## config.mk

```make
export PLATFORM = sky130hd
export DESIGN_NAME = selector_arbiter
export DESIGN_NICKNAME = d
export VERILOG_FILES = /design/src/rtl/selector_arbiter_pkg.sv /design/src/rtl/selector_arbiter_rr_pick.sv /design/src/rtl/selector_arbiter.sv
export SDC_FILE = /design/constraint.sdc
export NUM_CORES = 1
export LEC_CHECK = 0
export CAP_MARGIN = 30
export CORE_UTILIZATION = 25
export CTS_BUF_LIST = sky130_fd_sc_hd__clkbuf_4 sky130_fd_sc_hd__clkbuf_8
export DETAILED_ROUTE_END_ITERATION = 6
export PLACE_DENSITY = 0.43
export SYNTH_ARGS = -nofsm -noshare
export SYNTH_HDL_FRONTEND = slang
export SYNTH_SLANG_ARGS = --single-unit
```

## constraint.sdc

```tcl
create_clock -name clk -period 1.95 [get_ports clk]
set_input_delay 0.2925 -clock clk [delete_from_list [all_inputs] [get_ports clk]]
set_output_delay 0.2925 -clock clk [all_outputs]
set_load 0.05 [all_outputs]
```

## src/rtl/selector_arbiter_pkg.sv

```systemverilog
// Shared constants and types for the selector arbiter.
// These constants match the CPU controller's selector_arb_defs.vh: the state
// encodings and the hold-counter width.
package selector_arbiter_pkg;

  localparam int unsigned N_REQ = 4;  // requesters / selector inputs
  localparam int unsigned IDX_W = 2;  // owner index width (s1,s0)
  localparam int unsigned CNT_W = 4;  // hold counter width

  localparam logic [0:0] ST_IDLE = 1'b0;
  localparam logic [0:0] ST_BUSY = 1'b1;

  // Registered output bundle driven onto the selector and the bus qualifier.
  typedef struct packed {
    logic [N_REQ-1:0] gnt;
    logic [IDX_W-1:0] sel;
    logic             valid;
  } arb_out_t;

  // Converts an owner index into a one-hot grant vector.
  function automatic logic [N_REQ-1:0] idx_to_onehot(input logic [IDX_W-1:0] idx);
    return N_REQ'(1) << idx;
  endfunction

endpackage

```

## src/rtl/selector_arbiter_rr_pick.sv

```systemverilog
// rr_pick: combinational round-robin picker.
// Ports:
//   req [3:0] - request lines
//   ptr [1:0] - index with highest priority this round
//   any       - at least one request is set
//   idx [1:0] - first set request scanning upward from ptr, modulo 4
module rr_pick
  import selector_arbiter_pkg::*;
(
  input  logic [N_REQ-1:0] req,
  input  logic [IDX_W-1:0] ptr,
  output logic             any,
  output logic [IDX_W-1:0] idx
);

  logic [2*N_REQ-1:0] w_dbl;
  logic [N_REQ-1:0]   w_rot;
  logic [IDX_W-1:0]   w_enc;

  // Rotate so that bit 0 of w_rot corresponds to req[ptr].
  assign w_dbl = {req, req};
  assign w_rot = N_REQ'(w_dbl >> ptr);

  // Fixed-priority encode: lowest set bit wins (scan downward, last hit sticks).
  always_comb begin
    w_enc = '0;
    for (int k = N_REQ - 1; k >= 0; k--) begin
      if (w_rot[k]) w_enc = IDX_W'(k);
    end
  end

  // Un-rotate; the 2-bit add wraps modulo 4.
  assign idx = w_enc + ptr;
  assign any = |req;

endmodule

```

## src/rtl/selector_arbiter.sv

```systemverilog
// selector_arbiter: round-robin owner of the shared 4-way, 4-bit data selector.
// Ports:
//   clk, rst      - clock, asynchronous active-high reset
//   req [3:0]     - request lines, req[i] routes in<i> to the bus
//   gnt [3:0]     - registered one-hot grant, zero when idle
//   s0, s1        - registered selector select lines (owner index), held while idle
//   bus_valid     - registered, high while a grant is active
// MAX_HOLD: maximum consecutive ownership cycles, legal range 1..15.
module selector_arbiter
  import selector_arbiter_pkg::*;
#(
  parameter int unsigned MAX_HOLD = 4
) (
  input  logic             clk,
  input  logic             rst,
  input  logic [N_REQ-1:0] req,
  output logic [N_REQ-1:0] gnt,
  output logic             s0,
  output logic             s1,
  output logic             bus_valid
);

  logic [0:0]       r_state, w_state;
  arb_out_t         r_out,   w_out;
  logic [IDX_W-1:0] r_ptr,   w_ptr;
  logic [IDX_W-1:0] r_owner, w_owner;
  logic [CNT_W-1:0] r_cnt,   w_cnt;

  logic             w_any;
  logic [IDX_W-1:0] w_idx;
  logic             w_release;

  rr_pick u_pick (
    .req (req),
    .ptr (r_ptr),
    .any (w_any),
    .idx (w_idx)
  );

  // Owner gives up the bus when it stops asking or has used its full hold budget.
  assign w_release = !req[r_owner] || (r_cnt == CNT_W'(MAX_HOLD));

  // Next-state and next-output logic.
  always_comb begin
    w_state = r_state;
    w_out   = r_out;
    w_ptr   = r_ptr;
    w_owner = r_owner;
    w_cnt   = r_cnt;
    if (r_state == ST_IDLE) begin
      if (w_any) begin
        w_state     = ST_BUSY;
        w_out.gnt   = idx_to_onehot(w_idx);
        w_out.sel   = w_idx;
        w_out.valid = 1'b1;
        w_owner     = w_idx;
        w_cnt       = CNT_W'(1);
      end
    end else begin
      if (w_release) begin
        // sel is left alone so the select lines stay quiet while idle.
        w_state     = ST_IDLE;
        w_out.gnt   = '0;
        w_out.valid = 1'b0;
        w_ptr       = r_owner + IDX_W'(1);
      end else begin
        w_cnt = r_cnt + CNT_W'(1);
      end
    end
  end

  // State and output registers.
  always_ff @(posedge clk or posedge rst) begin
    if (rst) begin
      r_state <= ST_IDLE;
      r_out   <= '0;
      r_ptr   <= '0;
      r_owner <= '0;
      r_cnt   <= '0;
    end else begin
      r_state <= w_state;
      r_out   <= w_out;
      r_ptr   <= w_ptr;
      r_owner <= w_owner;
      r_cnt   <= w_cnt;
    end
  end

  assign gnt       = r_out.gnt;
  assign s0        = r_out.sel[0];
  assign s1        = r_out.sel[1];
  assign bus_valid = r_out.valid;

endmodule
```

==> results.yml, run 1 <==
outcome:
  status: "completed"
power_and_ir_drop:
  powerDensity_mw_per_mm2: 1610
  leakage_nw: 0.540
  peakVddDrop_uv: 770
global_route:
  grt-ovfl-total: 0
  antenna_found_initial: 0
  grt_pass1_wl_mm: 3.33
  grt_max_degree: 15
  gr-usage-all-layers_pct: 12.4
  grt_pass1_vias: 720
floorplan:
  initial_utilization_pct: 26.9
  boundaryPins: 13
  die_w_um: 59.8
  dieArea_mm2: 0.00357
  num_rows: 20
  die_h_um: 59.8
  core_area_mm2: 0.00310
clocking:
  clock_path_buffers: 2
  cts.sinks: 14
  numCtsBuffers: 3
  cts_tree: "done"
  htreeDepth: 1
  clk_pin_slew_ns: 0.09
  clock-root-buffer: "clkbuf_4"
  clock_latency_ns: 0.28
yosys:
  synth_area_leaders: "dfrtp_1 42%, nand2_1 6.3%, ha_1 4.5%"
  synth_top_area_share_pct: 42.0
  netlist_top_cells_count: "14 x dfrtp_1, 14 x nand2_1, 8 x nor2_1"
  yosysUniqueCellTypes: 37
  syn-cell-area_um2: 835
  ys.flop_type: "dfrtp_1"
  synth-seq-cells: 14
  yosys_warnings: 0
  synthCells: 90
  synth_fp_nets: 99
  ys_async_sr_fraction_pct: 100
  synth_edf_count: 0
  yosysSeqAreaShare_pct: 42.0
  syn_area_per_cell_um2: 9.27
  synth_top_cell_by_area: "dfrtp_1"
critical_path:
  path_class: "flop to flop"
  cp_slowest_cell: "dfrtp_1"
  startpoint_type: "flop"
  path_max_fanout: 5
  critPathMaxStageDelay_ns: 0.41
  worst_ep_arrival_time_ns: 2.04
  critical_path.endpoint_type: "flop"
  crit_chain: "and3b_1 > a21oi_2 > nor2_1 > a21oi_1 > o221ai_1 > ha_2 > xor2_2 > xnor2_2 > a32o_1"
  cp.required_ns: 2.12
route:
  postRouteAntennaNets: 0
  dr.pass1.iters: 4
  drt_iter0_markers: 40
  routed_wirelength_mm: 1.86
  vias: 725
  via_per_inst: 4.45
  wl_per_cell_um: 11.4
  route.detailed.drc: 0
cells_and_area:
  syn_to_final_growth_pct: 39.3
  drive_gt1_share_pct: 25.2
  antenna_cells: 0
  n_fill_cell: 346
  utilization_pct: 37.5
  seq_area_um2: 350
  nets: 129
  multi_input_area_um2: 459
sta:
  period_minus_slack_ns: 1.87
  relSlewSlack_pct: 62.7
  tightest_slew_ns: 0.559
  skew_ns: 0.00599
  rsz0062_at_grt: "true"
  fmax_mhz: 534
  fin_crit_sh_pct: 96.1
  fin_tns_setup_ns: 0
  final-setup-viol-count: 0
  finalWorstSetupSlack_ns: 0.0766
  hold_viol_final: 0
  final_max_slew_viol_count: 0
placed_design:
  numPortBuffers: 12
  place_ws_ns: -0.319
  globalplace.congestion: 0.806
  hpwl_mm: 1.34
run:
  maxCapViolations: 0
min_path:
  hold_class: "input port to async pin"
## through the flow
stage / cells / hold WS, ns / power (mW) / instance area [um^2]
floorplan: 90 / 0.182 / 1.26 / 835
global placement: 158 / 0.467 / 1.62 / 1100
global route: 163 / 0.400 / 2.04 / 1160
detailed placement: 158 / 0.466 / 1.62 / 1100
CTS: 163 / 0.371 / 1.88 / 1150
finish: 163 / 0.349 / 1.87 / 1160
## power by group
group | internal [mW] | switching, mW | leakage [nW]
clock | 0.114 | 0.0966 | 0.0210
combinational | 0.504 | 0.649 | 0.344
sequential | 0.406 | 0.105 | 0.175
## cell families (layout without fill, tap and decap cells)
group / Yosys count / after routing / share of synthesized area [%]
muxes: 2 / 2 / 4.05
AOI/OAI and AO/OA: 23 / 23 / 18.9
xor gates and xnor gates: 3 / 3 / 4.05
and+or+nand+nor: 37 / 37 / 21.9
DFF: 14 / 14 / 42.0
adders and majority gates: 3 / 3 / 4.50
buffers and inverters: 8 / 37 / 4.65
## sequential cells by signal, summed over array words and instances (netlist names)
register / count
bus_valid: 1
gnt: 4
r_cnt: 4
r_owner: 2
r_ptr: 2
r_state: 1
## repair_timing
action | in CTS | in global routing
buffers inserted | 1 | 0
pin swaps | 3 | 4
resized for setup | 5 | 4
cloned | 0 | 0
hold buffers | 0 | 0
setup endpoints to repair | 3 | 6
## final timing paths
path	startpoint	end	slack (ns)	cells after the start
max	r_ptr[0]$_DFFE_PP0P_	gnt[0]$_DFFE_PP0P_	0.08	9
min	rst	gnt[3]$_DFFE_PP0P_	0.35	2
max in group asynchronous	rst	r_owner[1]$_DFFE_PP0P_	1.23	2
min reg2reg	bus_valid$_DFFE_PP0P_	bus_valid$_DFFE_PP0P_	0.49	2
min in group clk	bus_valid$_DFFE_PP0P_	bus_valid$_DFFE_PP0P_	0.49	2
max reg2reg	r_ptr[0]$_DFFE_PP0P_	gnt[0]$_DFFE_PP0P_	0.08	9
## layout by cell type (no fill, tap or decap), drive strengths merged, types with 2 or more instances in the layout
cell and n:
a21oi 5, and3 2, buf 16, clkbuf 4, clkdlybuf4s50 8, dfrtp 14, dlygate4sd2 2, dlymetal6s2s 2
ha 3, inv 5, nand2 15, nand3 4, nor2 9, o21ai 8, o31ai 3, xnor2 2
## metal layers
metal | vias up | share of wire, % | global-route usage [%]
met5 | - | 0 | 0
li1 | 380 | - | -
met4 | 0 | 1.9 | 5.98
met3 | 5 | 2.7 | 1.95
met2 | 15 | 42 | 18.4
met1 | 325 | 53 | 17.5
## final cells by class
type	count	area share (%)
clock buffers	4	3.12
inverters	5	1.61
multi-input cells	68	39.5
flip-flops and latches	14	30.1
well taps	44	4.74
repair buffers	28	20.9
## critical path: cells and delay by family (launching register included)
kind,cells,cell delay (ns)
simple gates,2,0.23
fa+ha+maj,1,0.20
compound gates,4,0.59
flops,1,0.41
xor+xnor,2,0.33
Power figures use the tool's default switching activity.
==> inputs of run 2 (changes only) <==
--- a/config.mk
+++ b/config.mk
@@ -8,6 +8,7 @@
 export CAP_MARGIN = 30
 export CORE_UTILIZATION = 25
 export CTS_BUF_LIST = sky130_fd_sc_hd__clkbuf_4 sky130_fd_sc_hd__clkbuf_8
+export CTS_CLUSTER_SIZE = 8
 export DETAILED_ROUTE_END_ITERATION = 6
 export PLACE_DENSITY = 0.43
 export SYNTH_ARGS = -nofsm -noshare
==> results of run 2 <==
No change in the layout: final DEF, timing and power equal those of run 1.
